### config.mk
export PLATFORM = sky130hd
export DESIGN_NAME = button_peripheral_flat
export DESIGN_NICKNAME = d
export VERILOG_FILES = /design/src/rtl/button_peripheral_if.sv /design/src/rtl/button_peripheral.sv /design/src/flat_wrapper.sv
export SDC_FILE = /design/constraint.sdc
export NUM_CORES = 1
export LEC_CHECK = 0
export ABC_CLOCK_PERIOD_IN_PS = 5600
export CORE_AREA = 2 2 109 111
export DETAILED_ROUTE_END_ITERATION = 8
export DIE_AREA = 0 0 111 113
export PLACE_DENSITY = 0.61
export SLEW_MARGIN = 20
export SYNTH_ARGS = -nofsm -noshare
export SYNTH_HDL_FRONTEND = slang
export SYNTH_SLANG_ARGS = --single-unit
### constraint.sdc
create_clock -name clk -period 5.6 [get_ports clk]
set_input_delay 0.84 -clock clk [delete_from_list [all_inputs] [get_ports clk]]
set_output_delay 0.84 -clock clk [all_outputs]
set_load 0.05 [all_outputs]
### src/rtl/button_peripheral_if.sv
// Processor-side register bus shared by the simple memory-mapped peripherals.
// The processor drives strobes, address and write data; the peripheral returns read data.
`timescale 1ns/1ps

interface button_peripheral_if;
    logic        rd_en_i;
    logic        wr_en_i;
    logic [31:0] addr_i;
    logic [31:0] data_i;
    logic [31:0] data_o;

    modport master (
        output rd_en_i,
        output wr_en_i,
        output addr_i,
        output data_i,
        input  data_o
    );

    modport slave (
        input  rd_en_i,
        input  wr_en_i,
        input  addr_i,
        input  data_i,
        output data_o
    );
endinterface

### src/rtl/button_peripheral.sv
// Button/switch input peripheral: per-pin synchronizer, counter debouncer and
// rising-edge detector feeding sticky W1C event flags, a mask and a level interrupt.
`timescale 1ns/1ps

module button_peripheral #(
    parameter int NUM_INPUTS      = 8,
    parameter int DEBOUNCE_CYCLES = 16
) (
    input  logic                  clk,
    input  logic                  rst,
    button_peripheral_if.slave    bus,
    input  logic [NUM_INPUTS-1:0] btn_i,
    output logic                  irq_o
);

    localparam int CNT_W_RAW = $clog2(DEBOUNCE_CYCLES);
    localparam int CNT_W     = (CNT_W_RAW < 1) ? 1 : CNT_W_RAW;
    localparam logic [CNT_W-1:0] CNT_LAST = CNT_W'(DEBOUNCE_CYCLES - 1);

    localparam logic [3:0] OFS_STATE = 4'h0;
    localparam logic [3:0] OFS_EVENT = 4'h4;
    localparam logic [3:0] OFS_MASK  = 4'h8;

    logic [NUM_INPUTS-1:0] sync1_reg;
    logic [NUM_INPUTS-1:0] sync2_reg;
    logic [NUM_INPUTS-1:0] stable_reg;
    logic [NUM_INPUTS-1:0] stable_next;
    logic [NUM_INPUTS-1:0] event_reg;
    logic [NUM_INPUTS-1:0] event_next;
    logic [NUM_INPUTS-1:0] mask_reg;
    logic [NUM_INPUTS-1:0] mask_next;
    logic [NUM_INPUTS-1:0] rise;
    logic [NUM_INPUTS-1:0] clear_bits;
    logic                  irq_reg;
    logic                  irq_next;

    logic [3:0]  offset;
    logic        wr_event;
    logic        wr_mask;
    logic [31:0] rd_data;
    logic        unused_bus_bits;

    assign offset   = bus.addr_i[3:0];
    assign wr_event = bus.wr_en_i && (offset == OFS_EVENT);
    assign wr_mask  = bus.wr_en_i && (offset == OFS_MASK);

    // Only the low nibble of the address and the low NUM_INPUTS data bits matter.
    assign unused_bus_bits = ^{bus.addr_i[31:4], bus.data_i};

    // Two-flop synchronizer for the asynchronous pins.
    always_ff @(posedge clk or posedge rst) begin
        if (rst) begin
            sync1_reg <= '0;
            sync2_reg <= '0;
        end else begin
            sync1_reg <= btn_i;
            sync2_reg <= sync1_reg;
        end
    end

    // Per-pin debouncer: stable flips only after DEBOUNCE_CYCLES consecutive
    // disagreeing samples; any agreeing sample restarts the run.
    generate
        for (genvar gi = 0; gi < NUM_INPUTS; gi++) begin : g_debounce
            logic [CNT_W-1:0] cnt_reg;
            logic [CNT_W-1:0] cnt_next;
            logic             differ;
            logic             expired;

            assign differ   = sync2_reg[gi] ^ stable_reg[gi];
            assign expired  = (cnt_reg == CNT_LAST);
            assign cnt_next = (!differ || expired) ? '0 : cnt_reg + 1'b1;
            assign stable_next[gi] = (differ && expired) ? sync2_reg[gi] : stable_reg[gi];

            always_ff @(posedge clk or posedge rst) begin
                if (rst) begin
                    cnt_reg <= '0;
                end else begin
                    cnt_reg <= cnt_next;
                end
            end
        end
    endgenerate

    assign rise       = stable_next & ~stable_reg;
    assign clear_bits = wr_event ? bus.data_i[NUM_INPUTS-1:0] : '0;
    // A rise on the same edge as its clear wins, so no press is ever lost.
    assign event_next = (event_reg & ~clear_bits) | rise;
    assign mask_next  = wr_mask ? bus.data_i[NUM_INPUTS-1:0] : mask_reg;
    assign irq_next   = |(event_next & mask_next);

    always_ff @(posedge clk or posedge rst) begin
        if (rst) begin
            stable_reg <= '0;
            event_reg  <= '0;
            mask_reg   <= '0;
            irq_reg    <= 1'b0;
        end else begin
            stable_reg <= stable_next;
            event_reg  <= event_next;
            mask_reg   <= mask_next;
            irq_reg    <= irq_next;
        end
    end

    assign irq_o = irq_reg;

    always_comb begin
        rd_data = 32'd0;
        if (bus.rd_en_i) begin
            case (offset)
                OFS_STATE: rd_data = 32'(stable_reg);
                OFS_EVENT: rd_data = 32'(event_reg);
                OFS_MASK:  rd_data = 32'(mask_reg);
                default:   rd_data = 32'd0;
            endcase
        end
    end

    assign bus.data_o = rd_data;

endmodule

### src/flat_wrapper.sv
// flat-port wrapper written by rule: the top's interface ports become plain ports
module button_peripheral_flat 
#(
    parameter int NUM_INPUTS      = 8,
    parameter int DEBOUNCE_CYCLES = 16
)
  (clk, rst, btn_i, irq_o, bus_rd_en_i, bus_wr_en_i, bus_addr_i, bus_data_i, bus_data_o);
  button_peripheral_if bus_i ();
  input  logic clk;
  input  logic rst;
  input  logic [NUM_INPUTS-1:0] btn_i;
  output logic irq_o;
  input wire logic [$bits(bus_i.rd_en_i)-1:0] bus_rd_en_i;
  input wire logic [$bits(bus_i.wr_en_i)-1:0] bus_wr_en_i;
  input wire logic [$bits(bus_i.addr_i)-1:0] bus_addr_i;
  input wire logic [$bits(bus_i.data_i)-1:0] bus_data_i;
  output wire logic [$bits(bus_i.data_o)-1:0] bus_data_o;
  assign bus_i.rd_en_i = bus_rd_en_i;
  assign bus_i.wr_en_i = bus_wr_en_i;
  assign bus_i.addr_i = bus_addr_i;
  assign bus_i.data_i = bus_data_i;
  assign bus_data_o = bus_i.data_o;
  button_peripheral #(.NUM_INPUTS(NUM_INPUTS), .DEBOUNCE_CYCLES(DEBOUNCE_CYCLES)) u_core (.clk(clk), .rst(rst), .bus(bus_i), .btn_i(btn_i), .irq_o(irq_o));
endmodule
==> impl_summary.txt <==
----------------------------------------------------
[Floorplanning]
  Row count ... 39
  Full die area ... between 10000 and 15000 sq um
  DIE HEIGHT ... about 110 um
  Chip Width ... approximately 110 um
  Initial cell density of the core ... ~29%
  Num ports ... ~110
  Standard cell core area ... 11300 sq um

[Setup path]
  Slowest cell on crit path ... clkdlybuf4s50_1
  Critical-path maximum fanout ... 11
  Cells along the critical path ... clkdlybuf4s50_1, nor4b_2, buf_4, a22oi_1, nor2b_1, clkdlybuf4s50_1
  Cell family with most CP delay ... buffers and inverters
  Sum of buffers and inverters on the critical path ... 3
  Most common cell on crit path ... clkdlybuf4s50_1
  Crit end category ... primary output
  Startpoint class of the critical path ... primary input
  Endpoint required time on the critical path ... 4.76 ns
  Path type of the worst setup path ... in2out
  CP startpoint ... bus_addr_i[2]
  Data arrival time of the critical path ... 3.32 ns
  CP max stage delay ... 0.84 ns
  Source of the worst register-to-register timing path ... u_core.g_debounce[3].cnt_reg[0]

[Yosys]
  Count of unique library cells instantiated by Yosys ... 24
  Post-Synthesis Mean Instance Area ... 12.3 sq um
  Area of the mapped netlist ... 3310 sq um
  Sequential-to-total area share from yosys stat ... 55.2%
  Largest cells by area after synthesis ... dfrtp_1, mux2_2, buf_4, xnor2_1, nor2_1
  Cell count after synthesis ... 270
  Register bit total from synthesis ... 73
  Top cell type's share of synthesized area ... a little under three fifths
  Warnings, synthesis ... 0
  Cell type with the highest aggregate area in the netlist ... dfrtp_1

[Status]
  Run status ... finished, final reports clean

[Place]
  Post-DP HPWL ... approximately 4000 um
  Count of input and output buffers ... 32
  Pre-CTS setup slack ... 1.43 ns
  Post-detailed-placement cell area ... 3730 sq um
  Gp weighted congestion ... 0.706

[Cells and area]
  Footprint of the multi-input gates ... 1350 sq um
  Total non-filler cell area in the finished layout ... ~4000 sq um
  Commonest non-fill, non-tap cell in the layout ... dfrtp_1
  Fill cell count ... 1113
  Largest register FFs ... 32
  Final #Nets ... 398
  Register Area ... around 1800 sq um
  Antenna diode count ... 0
  Leading cell types in the layout, fill and taps excluded ... dfrtp_1, nor2_1, clkdlybuf4s50_1, mux2_2, conb_1
  Share of layout cells above drive strength 1 ... a little under a fifth
  Area growth from synthesis to layout ... 20.9%

[Routing]
  DRC ... 0
  Via/cell ratio ... 4.22
  Routed len/inst ... about 12 um
  Detail Route Antenna Nets ... 0
  1st-pass router iterations ... 4
  Total via count in the routed design ... 1951
  Post-Route WL ... 5630 um
  Initial DRC Count ... 147

[Global routing]
  Number of global-route vias before repair ... 1994
  Antenna violations before repair ... 0
  First-pass GRT wire length ... 9580 um
  Pin count of the biggest net entering global routing ... 74
  GRT Util Overall ... roughly 9.7%
  Remaining global-route overflow ... 0

[Flow run]
  Number of max-cap violations ... 0

[Timing]
  Setup slack of the critical path after layout ... 1.44 ns
  Number of setup violations in the final report ... 0
  Max-slew violation count ... 0
  Minimum clock period after layout ... 4.16 ns
  Worst-case clock skew ... between 0.006 and 0.007 ns
  Tightest slew margin relative to the limit ... about 39%
  Unrepaired setup endpoints after global routing ... false
  Maximum clock rate ... between 200 and 250 MHz
  Final number of hold-violating endpoints ... 0
  Ratio of final minimum period to clock period ... 74.3%
  Fin Setup TNS ... 0 ns
  Slew of the pin with the lowest slew margin ... 0.913 ns

[Clock network]
  Clock tree from TritonCTS ... done
  CTS Hold Bufs ... 0
  Sink Count ... between 70 and 80
  Setup repair bufs after CTS ... 0
  Root Buffer ... clkbuf_16
  Clock latency at the later pin of the worst-skew pair ... 0.33 ns
  Clock tree buffer depth ... 2
  Worst-path clk slew ... about 0.060 ns
  Clock buffer count from CTS ... 9
  Post-cts resize count ... 0
  Number of H-tree levels ... 3

[Worst hold path]
  Min-Delay Startpoint ... u_core.sync1_reg[3]
  Classification of the worst-slack hold path ... reg2reg

[Power]
  Maximum vdd ir drop ... ~0.13 mV
  Power density cells ... 315 nW/um^2
  Power after layout ... 1.26 mW
  Leakage power of the design ... approximately 1.7 nW

----------------------------------------------------
## cell families after synthesis
| kind of cell | share of synthesized area (%) |
|---|---|
| simple gates | 14.8 |
| mux | 8.16 |
| xor+xnor | 6.35 |
| compound gates | 5.59 |
| flops | 55.2 |
| buf+inv | 6.80 |
| fa+ha+maj | 3.02 |
| other cells | 0.113 |
## cell type report
type | instances | share of cell area, %
inverter | 9 | 0.844
timing repair buffer | 35 | 8.57
clock buffer | 12 | 6.16
clock inverter | 4 | 0.719
sequential | 73 | 45.6
multi-input combinational | 186 | 33.6
tap | 143 | 4.47
## worst paths after layout
path | endpoint | cells past startpoint | slack, ns
min in group asynchronous | u_core.sync1_reg[4] | 3 | 1.10
min | u_core.sync2_reg[3] | 0 | 0.35
max | bus_data_o[0] | 6 | 1.44
max in group asynchronous | u_core.g_debounce[1].cnt_reg[3] | 3 | 3.89
max reg2reg | u_core.irq_o | 6 | 3.99
min reg2reg | u_core.sync2_reg[3] | 0 | 0.35
## cell usage after synthesis, drive strengths merged
cell type,instances
nor2,32
inv,9
ha,8
xnor2,16
mux2,24
nand4,1
nand2b,8
nor2b,15
dfrtp,73
a22oi,12
nor3,1
nand3b,2
nand3,16
nor3b,9
a211o,8
xor2,8
conb,1
nor4b,1
and2b,1
buf,25
## power breakdown
part           switching, mW  internal, mW  leakage [nW]
registers             0.0208         0.563         0.903
clock network          0.205         0.312         0.129
logic                 0.0950        0.0632         0.708
total                  0.321         0.938          1.74
## per-stage QoR
step                      utilization, %  cells  hold slack (ns)
after floorplan                        -    293            0.331
after global placement              33.1    446            0.335
after detailed placement            33.1    446            0.336
after CTS                           35.5    462            0.349
after global routing                35.5    462            0.356
final                               35.5    462            0.345
## per-layer routing
metal  part of all wire, %  GRT usage [%]  vias to the layer above
met3                   3.9           3.54                        9
met4                   1.4           3.25                        0
met1                    46           12.0                      941
met5                     0              0                        -
li1                      -              -                      962
met2                    49           15.8                       39
Power figures use the tool's default switching activity.
